### src/rtl/traffic_pkg.sv
// Shared types and constants for the opponent-car mover: FSM encoding,
// speed clamp and lane index type.
package traffic_pkg;

    typedef enum logic [1:0] {
        ST_IDLE   = 2'd0,
        ST_RUN    = 2'd1,
        ST_FROZEN = 2'd2
    } state_e;

    localparam int unsigned MAX_SPEED = 4;

    typedef logic [1:0] lane_idx_t;

    // Pixels moved per frame: clamped speed times two.
    function automatic logic [3:0] speed_step(input logic [2:0] spd);
        logic [2:0] clamped;
        clamped = (spd > 3'(MAX_SPEED)) ? 3'(MAX_SPEED) : spd;
        return {clamped, 1'b0};
    endfunction

endpackage

### src/rtl/traffic_mover_if.sv
// Game-FSM phase inputs and car position outputs of the traffic mover.
// The master side is the game controller; the slave side is the mover.
interface traffic_mover_if;
    logic       frame_tick;
    logic       show_cars;
    logic       beginning;
    logic       game_end;
    logic [2:0] speed;
    logic [9:0] car2_x;
    logic [9:0] car2_y;
    logic [9:0] car3_x;
    logic [9:0] car3_y;
    logic       respawn;
    logic [7:0] score;

    modport master (
        output frame_tick, show_cars, beginning, game_end, speed,
        input  car2_x, car2_y, car3_x, car3_y, respawn, score
    );

    modport slave (
        input  frame_tick, show_cars, beginning, game_end, speed,
        output car2_x, car2_y, car3_x, car3_y, respawn, score
    );
endinterface

### src/rtl/traffic_mover_lfsr_lane.sv
// Free-running 8-bit Fibonacci LFSR (x^8+x^6+x^5+x^4+1) and its mapping
// onto a respawn lane index plus the adjacent lane for a second car.
module lfsr_lane
    import traffic_pkg::*;
#(
    parameter logic [7:0] LFSR_SEED = 8'hA5
) (
    input  logic      clk,
    input  logic      rst_n,
    output lane_idx_t lane_a,
    output lane_idx_t lane_b
);

    logic [7:0] lfsr;
    logic       feedback;

    assign feedback = lfsr[7] ^ lfsr[5] ^ lfsr[4] ^ lfsr[3];

    always_ff @(posedge clk or negedge rst_n) begin
        if (!rst_n) begin
            lfsr <= LFSR_SEED;
        end else begin
            lfsr <= {lfsr[6:0], feedback};
        end
    end

    // Code 3 folds onto the middle lane so only three lanes are produced.
    always_comb begin
        lane_a = 2'd1;
        case (lfsr[1:0])
            2'd0:    lane_a = 2'd0;
            2'd1:    lane_a = 2'd1;
            2'd2:    lane_a = 2'd2;
            default: lane_a = 2'd1;
        endcase
        lane_b = (lane_a == 2'd2) ? 2'd0 : lane_a + 2'd1;
    end

endmodule

### src/rtl/traffic_mover.sv
// Moves opponent cars car2/car3 down the road once per frame and respawns
// them in LFSR-chosen lanes. Define TRAFFIC_SCORE_EN to enable the score counter.
//
// state  | meaning
// IDLE   | cars parked at home positions, score cleared
// RUN    | cars advance on each frame_tick, respawn at screen bottom
// FROZEN | game over, positions and score hold until beginning
module traffic_mover
    import traffic_pkg::*;
#(
    parameter logic [9:0]  LANE0_X   = 10'd200,
    parameter logic [9:0]  LANE1_X   = 10'd280,
    parameter logic [9:0]  LANE2_X   = 10'd360,
    parameter logic [10:0] SCREEN_H  = 11'd480,
    parameter logic [9:0]  SPAWN_GAP = 10'd240,
    parameter logic [7:0]  LFSR_SEED = 8'hA5
) (
    input logic            clk,
    input logic            rst_n,
    traffic_mover_if.slave bus
);

    state_e     state;
    state_e     next_state;
    logic       load_home;
    logic       move_en;

    lane_idx_t  lane_a;
    lane_idx_t  lane_b;
    logic [3:0] step;
    logic [10:0] sum2;
    logic [10:0] sum3;
    logic       wrap2;
    logic       wrap3;

    logic [9:0] car2_x_q;
    logic [9:0] car2_y_q;
    logic [9:0] car3_x_q;
    logic [9:0] car3_y_q;
    logic       respawn_q;

    function automatic logic [9:0] lane_to_x(input lane_idx_t idx);
        logic [9:0] x;
        case (idx)
            2'd0:    x = LANE0_X;
            2'd2:    x = LANE2_X;
            default: x = LANE1_X;
        endcase
        return x;
    endfunction

    lfsr_lane #(
        .LFSR_SEED (LFSR_SEED)
    ) u_lfsr_lane (
        .clk    (clk),
        .rst_n  (rst_n),
        .lane_a (lane_a),
        .lane_b (lane_b)
    );

    always_ff @(posedge clk or negedge rst_n) begin
        if (!rst_n) begin
            state <= ST_IDLE;
        end else begin
            state <= next_state;
        end
    end

    always_comb begin
        next_state = state;
        case (state)
            ST_IDLE: begin
                if (bus.show_cars && !bus.game_end) next_state = ST_RUN;
            end
            ST_RUN: begin
                if (bus.game_end)       next_state = ST_FROZEN;
                else if (bus.beginning) next_state = ST_IDLE;
            end
            ST_FROZEN: begin
                if (bus.beginning) next_state = ST_IDLE;
            end
            default: next_state = ST_IDLE;
        endcase
    end

    // game_end wins over both frame_tick and beginning while running.
    always_comb begin
        load_home = 1'b0;
        move_en   = 1'b0;
        case (state)
            ST_IDLE: load_home = 1'b1;
            ST_RUN: begin
                load_home = bus.beginning && !bus.game_end;
                move_en   = bus.frame_tick && !bus.game_end && !bus.beginning;
            end
            ST_FROZEN: load_home = bus.beginning;
            default:   load_home = 1'b1;
        endcase
    end

    assign step  = speed_step(bus.speed);
    assign sum2  = {1'b0, car2_y_q} + {7'd0, step};
    assign sum3  = {1'b0, car3_y_q} + {7'd0, step};
    assign wrap2 = move_en && (step != 4'd0) && (sum2 >= SCREEN_H);
    assign wrap3 = move_en && (step != 4'd0) && (sum3 >= SCREEN_H);

    always_ff @(posedge clk or negedge rst_n) begin
        if (!rst_n) begin
            car2_x_q  <= LANE0_X;
            car2_y_q  <= '0;
            car3_x_q  <= LANE2_X;
            car3_y_q  <= SPAWN_GAP;
            respawn_q <= 1'b0;
        end else if (load_home) begin
            car2_x_q  <= LANE0_X;
            car2_y_q  <= '0;
            car3_x_q  <= LANE2_X;
            car3_y_q  <= SPAWN_GAP;
            respawn_q <= 1'b0;
        end else begin
            respawn_q <= wrap2 | wrap3;
            if (wrap2) begin
                car2_y_q <= '0;
                car2_x_q <= lane_to_x(lane_a);
            end else if (move_en) begin
                car2_y_q <= sum2[9:0];
            end
            // Simultaneous respawn pushes car3 into the neighbouring lane.
            if (wrap3) begin
                car3_y_q <= '0;
                car3_x_q <= wrap2 ? lane_to_x(lane_b) : lane_to_x(lane_a);
            end else if (move_en) begin
                car3_y_q <= sum3[9:0];
            end
        end
    end

    assign bus.car2_x  = car2_x_q;
    assign bus.car2_y  = car2_y_q;
    assign bus.car3_x  = car3_x_q;
    assign bus.car3_y  = car3_y_q;
    assign bus.respawn = respawn_q;

`ifdef TRAFFIC_SCORE_EN
    logic [7:0] score_q;
    logic [8:0] score_sum;

    assign score_sum = {1'b0, score_q} + {8'd0, wrap2} + {8'd0, wrap3};

    always_ff @(posedge clk or negedge rst_n) begin
        if (!rst_n) begin
            score_q <= '0;
        end else if (load_home) begin
            score_q <= '0;
        end else if (score_sum[8]) begin
            score_q <= 8'hFF;
        end else begin
            score_q <= score_sum[7:0];
        end
    end

    assign bus.score = score_q;
`else
    assign bus.score = 8'd0;
`endif

endmodule

### src/flat_wrapper.sv
// flat-port wrapper written by rule: the top's interface ports become plain ports
module traffic_mover_flat import traffic_pkg::*;
#(
    parameter logic [9:0]  LANE0_X   = 10'd200,
    parameter logic [9:0]  LANE1_X   = 10'd280,
    parameter logic [9:0]  LANE2_X   = 10'd360,
    parameter logic [10:0] SCREEN_H  = 11'd480,
    parameter logic [9:0]  SPAWN_GAP = 10'd240,
    parameter logic [7:0]  LFSR_SEED = 8'hA5
)
  (clk, rst_n, bus_frame_tick, bus_show_cars, bus_beginning, bus_game_end, bus_speed, bus_car2_x, bus_car2_y, bus_car3_x, bus_car3_y, bus_respawn, bus_score);
  traffic_mover_if bus_i ();
  input logic clk;
  input logic rst_n;
  input wire logic [$bits(bus_i.frame_tick)-1:0] bus_frame_tick;
  input wire logic [$bits(bus_i.show_cars)-1:0] bus_show_cars;
  input wire logic [$bits(bus_i.beginning)-1:0] bus_beginning;
  input wire logic [$bits(bus_i.game_end)-1:0] bus_game_end;
  input wire logic [$bits(bus_i.speed)-1:0] bus_speed;
  output wire logic [$bits(bus_i.car2_x)-1:0] bus_car2_x;
  output wire logic [$bits(bus_i.car2_y)-1:0] bus_car2_y;
  output wire logic [$bits(bus_i.car3_x)-1:0] bus_car3_x;
  output wire logic [$bits(bus_i.car3_y)-1:0] bus_car3_y;
  output wire logic [$bits(bus_i.respawn)-1:0] bus_respawn;
  output wire logic [$bits(bus_i.score)-1:0] bus_score;
  assign bus_i.frame_tick = bus_frame_tick;
  assign bus_i.show_cars = bus_show_cars;
  assign bus_i.beginning = bus_beginning;
  assign bus_i.game_end = bus_game_end;
  assign bus_i.speed = bus_speed;
  assign bus_car2_x = bus_i.car2_x;
  assign bus_car2_y = bus_i.car2_y;
  assign bus_car3_x = bus_i.car3_x;
  assign bus_car3_y = bus_i.car3_y;
  assign bus_respawn = bus_i.respawn;
  assign bus_score = bus_i.score;
  traffic_mover #(.LANE0_X(LANE0_X), .LANE1_X(LANE1_X), .LANE2_X(LANE2_X), .SCREEN_H(SCREEN_H), .SPAWN_GAP(SPAWN_GAP), .LFSR_SEED(LFSR_SEED)) u_core (.clk(clk), .rst_n(rst_n), .bus(bus_i));
endmodule
### config.mk
export PLATFORM = sky130hd
export DESIGN_NAME = traffic_mover_flat
export DESIGN_NICKNAME = d
export VERILOG_FILES = /design/src/rtl/traffic_pkg.sv /design/src/rtl/traffic_mover_if.sv /design/src/rtl/traffic_mover_lfsr_lane.sv /design/src/rtl/traffic_mover.sv /design/src/flat_wrapper.sv
export SDC_FILE = /design/constraint.sdc
export NUM_CORES = 1
export LEC_CHECK = 0
export CELL_PAD_IN_SITES_DETAIL_PLACEMENT = 2
export CELL_PAD_IN_SITES_GLOBAL_PLACEMENT = 2
export CORE_AREA = 3 3 100 102
export DETAILED_ROUTE_END_ITERATION = 8
export DIE_AREA = 0 0 103 105
export MAX_ROUTING_LAYER = met4
export PLACE_DENSITY_LB_ADDON = 0.12
export SLEW_MARGIN = 10
export SYNTH_ARGS = -nofsm -noshare
export SYNTH_HDL_FRONTEND = slang
export SYNTH_SLANG_ARGS = --single-unit
### constraint.sdc
create_clock -name clk -period 2.3 [get_ports clk]
set_input_delay 0.345 -clock clk [delete_from_list [all_inputs] [get_ports clk]]
set_output_delay 0.345 -clock clk [all_outputs]
set_load 0.02 [all_outputs]
==> results.py <==
metrics = {
    "cts": {
        "ctsRootBufferMaster": "clkbuf_8",
        "clkSinkCount": 39,
        "insertion_delay_ns": 0.30,
        "numCtsBuffers": 5,
        "cts_tree": "yes",
        "ctsHtreeMaxLevel": 2,
        "clock_path_buffers": 2,
        "clk_pin_slew_ns": 0.09,
    },
    "sta": {
        "period_share": 1.05,
        "slew_headroom": 0.638,
        "period_needed_ns": 2.41,
        "timing.fmax_mhz": 414,
        "maxSlewViolCount": 0,
        "finalHoldViolCount": 0,
        "skew_ns": 0.00810,
        "fin_tns_setup_ns": -0.923,
        "rsz0062_at_grt": "true",
        "worstMarginPinSlew_ns": 0.543,
        "setup_viol": 19,
        "final.setup.worst_slack_ns": -0.114,
        "whs_ns": 0.0926,
    },
    "layout": {
        "final_cell_mix": "53 x buf_4, 33 x clkdlybuf4s50_1, 23 x dfrtp_1",
        "syn2layout_area_growth_pct": 55.3,
        "nNetsFinal": 379,
        "final_common_cell": "buf_4",
        "antenna_cells": 0,
        "fin_area_sq_um": 3850,
        "final_util": 0.419,
        "layout-drive-gt1-share": 0.432,
    },
    "pwr": {
        "swShare": 0.373,
        "seq_power_share": 0.369,
        "p_clk_frac": 0.321,
        "p_switching_mw": 0.731,
        "power.internal_mw": 1.23,
        "leakage_nw": 1.54,
        "combPwrFrac": 0.310,
        "ir_drop_v": 0.000384,
        "power_density_nw_per_um2": 509,
    },
    "worst_setup_path": {
        "cp-end-kind": "register",
        "worstPathRequired_ns": 2.54,
        "cp_data_arrival_time_ns": 2.66,
        "critPathKind": "in -> reg",
        "cp_max_fo": 5,
        "critPathLaunchType": "input pin",
    },
    "yosys": {
        "synthArstFlopShare": 1.00,
        "synthTopCellsByArea": "dfrtp_1 26%, dfstp_2 14%, buf_4 6.1%",
        "synth_ff_type": "dfrtp_1",
        "syn_area_sq_um": 2480,
        "ys_types": 60,
        "yosysSeqAreaShare": 0.400,
        "ys_seq_elements": 39,
        "synth-simple-area-share": 0.204,
        "synth_compound_area_frac": 0.181,
        "synthXorXnorAreaFrac": 0.0353,
        "synth_top_family_by_area": "simple AND/OR/NAND/NOR gates",
        "yosys.area_share.adder": 0.0666,
        "synth_top_area_frac": 0.262,
        "synthCells": 259,
        "synth_top_area_cell": "dfrtp_1",
        "syn_area_per_cell_sq_um": 9.57,
        "synth-edff-count": 0,
        "synth_mux_area_frac": 0.00454,
        "yosysWarnings": 0,
    },
    "floorplan": {
        "io_pins": 58,
        "start_util": 0.270,
        "die_x_microns": 103,
        "die_y_microns": 105,
        "coreArea_sq_um": 9200,
        "dieArea_sq_um": 10800,
        "core.rowCount": 35,
    },
    "place": {
        "hpwl_microns": 5760,
        "io_buffer_count": 37,
        "dp_worst_setup_slack_ns": -0.962,
        "gp_congestion": 0.794,
        "dpl-instance-area_sq_um": 3310,
    },
    "flow_run": {
        "drv_cap": 0,
    },
    "detailed_routing": {
        "routed_wl_microns": 8350,
        "viasPerCell": 4.90,
        "wl_per_cell_microns": 17.8,
        "dr_total_vias": 2302,
        "drt-initial-drc-count": 33,
        "ant_nets": 0,
        "firstDrtPassIters": 4,
        "drc": 0,
    },
    "status": {
        "violations": "negative setup slack",
        "status": "finished, violations left",
    },
    "grt": {
        "grt_max_degree": 40,
        "grt_first_pass_wirelength_microns": 13500,
        "grt_pass1_vias": 2506,
        "grt-ovfl-total": 0,
        "grt_antenna_before_repair": 0,
        "track_usage": 0.163,
    },
    "hold_path": {
        "worstHoldPathType": "in -> async",
    },
}
## registers in the layout, summed over array words and instances (netlist names)
name,count
u_core.bus.respawn,1
u_core.bus.car3_x,5
u_core.state,2
u_core.bus.car2_y,9
u_core.bus.car3_y,9
u_core.bus.car2_x,5
u_core.u_lfsr_lane.lfsr,8
## critical path: stages
cell      delay, ns
buf_4          0.14
nor2b_4        0.17
ha_4           0.17
inv_2          0.04
fa_2           0.35
nand2b_4       0.16
a211o_1        0.27
mux2_4         0.33
or2_4          0.23
o211ai_1       0.28
a32o_1         0.17
## routing by layer
| layer | GRT usage | vias to the layer above | share of wire |
|---|---|---|---|
| met5 | - | - | 0 |
| met4 | 0.0324 | 0 | 0.010 |
| met3 | 0.0247 | 8 | 0.017 |
| met2 | 0.274 | 34 | 0.53 |
| met1 | 0.206 | 1170 | 0.45 |
| li1 | - | 1090 | - |
## power by group through the flow
stage | clock network (mW) | registers, mW | logic, mW
6_report | 0.630 | 0.722 | 0.608
5_1_grt | 0.676 | 0.726 | 0.681
4_1_cts | 0.647 | 0.723 | 0.588
3_5_place_dp | 0 | 0.735 | 0.550
3_3_place_gp | 0 | 0.734 | 0.537
2_1_floorplan | 0 | 0.733 | 0.352
## metrics by stage
step           total power, mW  instances
2_1_floorplan             1.08        277
3_3_place_gp              1.27        450
3_5_place_dp              1.28        450
4_1_cts                   1.96        464
5_1_grt                   2.08        470
6_report                  1.96        470
## path summary, 6_finish.rpt
path	start	end	slack [ns]	cells after the start
min in group clk	u_core.u_lfsr_lane.lfsr[6]	u_core.u_lfsr_lane.lfsr[7]	0.36	0
max in group asynchronous	rst_n	u_core.bus.car2_y[1]	1.81	2
max	bus_speed[2]	u_core.bus.car3_x[7]	-0.11	11
min	rst_n	u_core.state[1]	0.09	2
min reg2reg	u_core.u_lfsr_lane.lfsr[6]	u_core.u_lfsr_lane.lfsr[7]	0.36	0
max reg2reg	u_core.bus.car2_y[1]	u_core.bus.car3_x[7]	-0.11	9
## area by class of cell
cell class	instances	area [sq um]
Fill cell	996	5350
Sequential cell	39	996
Tap cell	111	139
Clock buffer	5	68.8
Inverter	12	45.0
Multi-Input combinational cell	198	1650
Clock inverter	3	47.5
Timing Repair Buffer	102	903
## kinds of logic after synthesis
logic type	Yosys count
simple gates	91
compound gates	64
buf+inv	40
flops	39
fa+ha+maj	12
xor+xnor	10
other cells	2
mux	1
## cells in the mapped netlist (6+ instances only)
cell type / count
a31oi_1: 6
a21oi_1: 14
buf_4: 20
dfstp_2: 13
xnor2_1: 7
inv_1: 12
nand3_1: 14
dfrtp_1: 26
o21ai_0: 16
nor3_1: 14
ha_1: 10
nor2_1: 12
nand2_1: 19
## repair_timing
action,CTS,global route
endpoints found under the setup margin,29,28
pin swaps,28,18
resized for setup,48,36
buffers inserted,7,7
hold buffers,0,0
No activity file was read; power rests on OpenSTA's default activity.
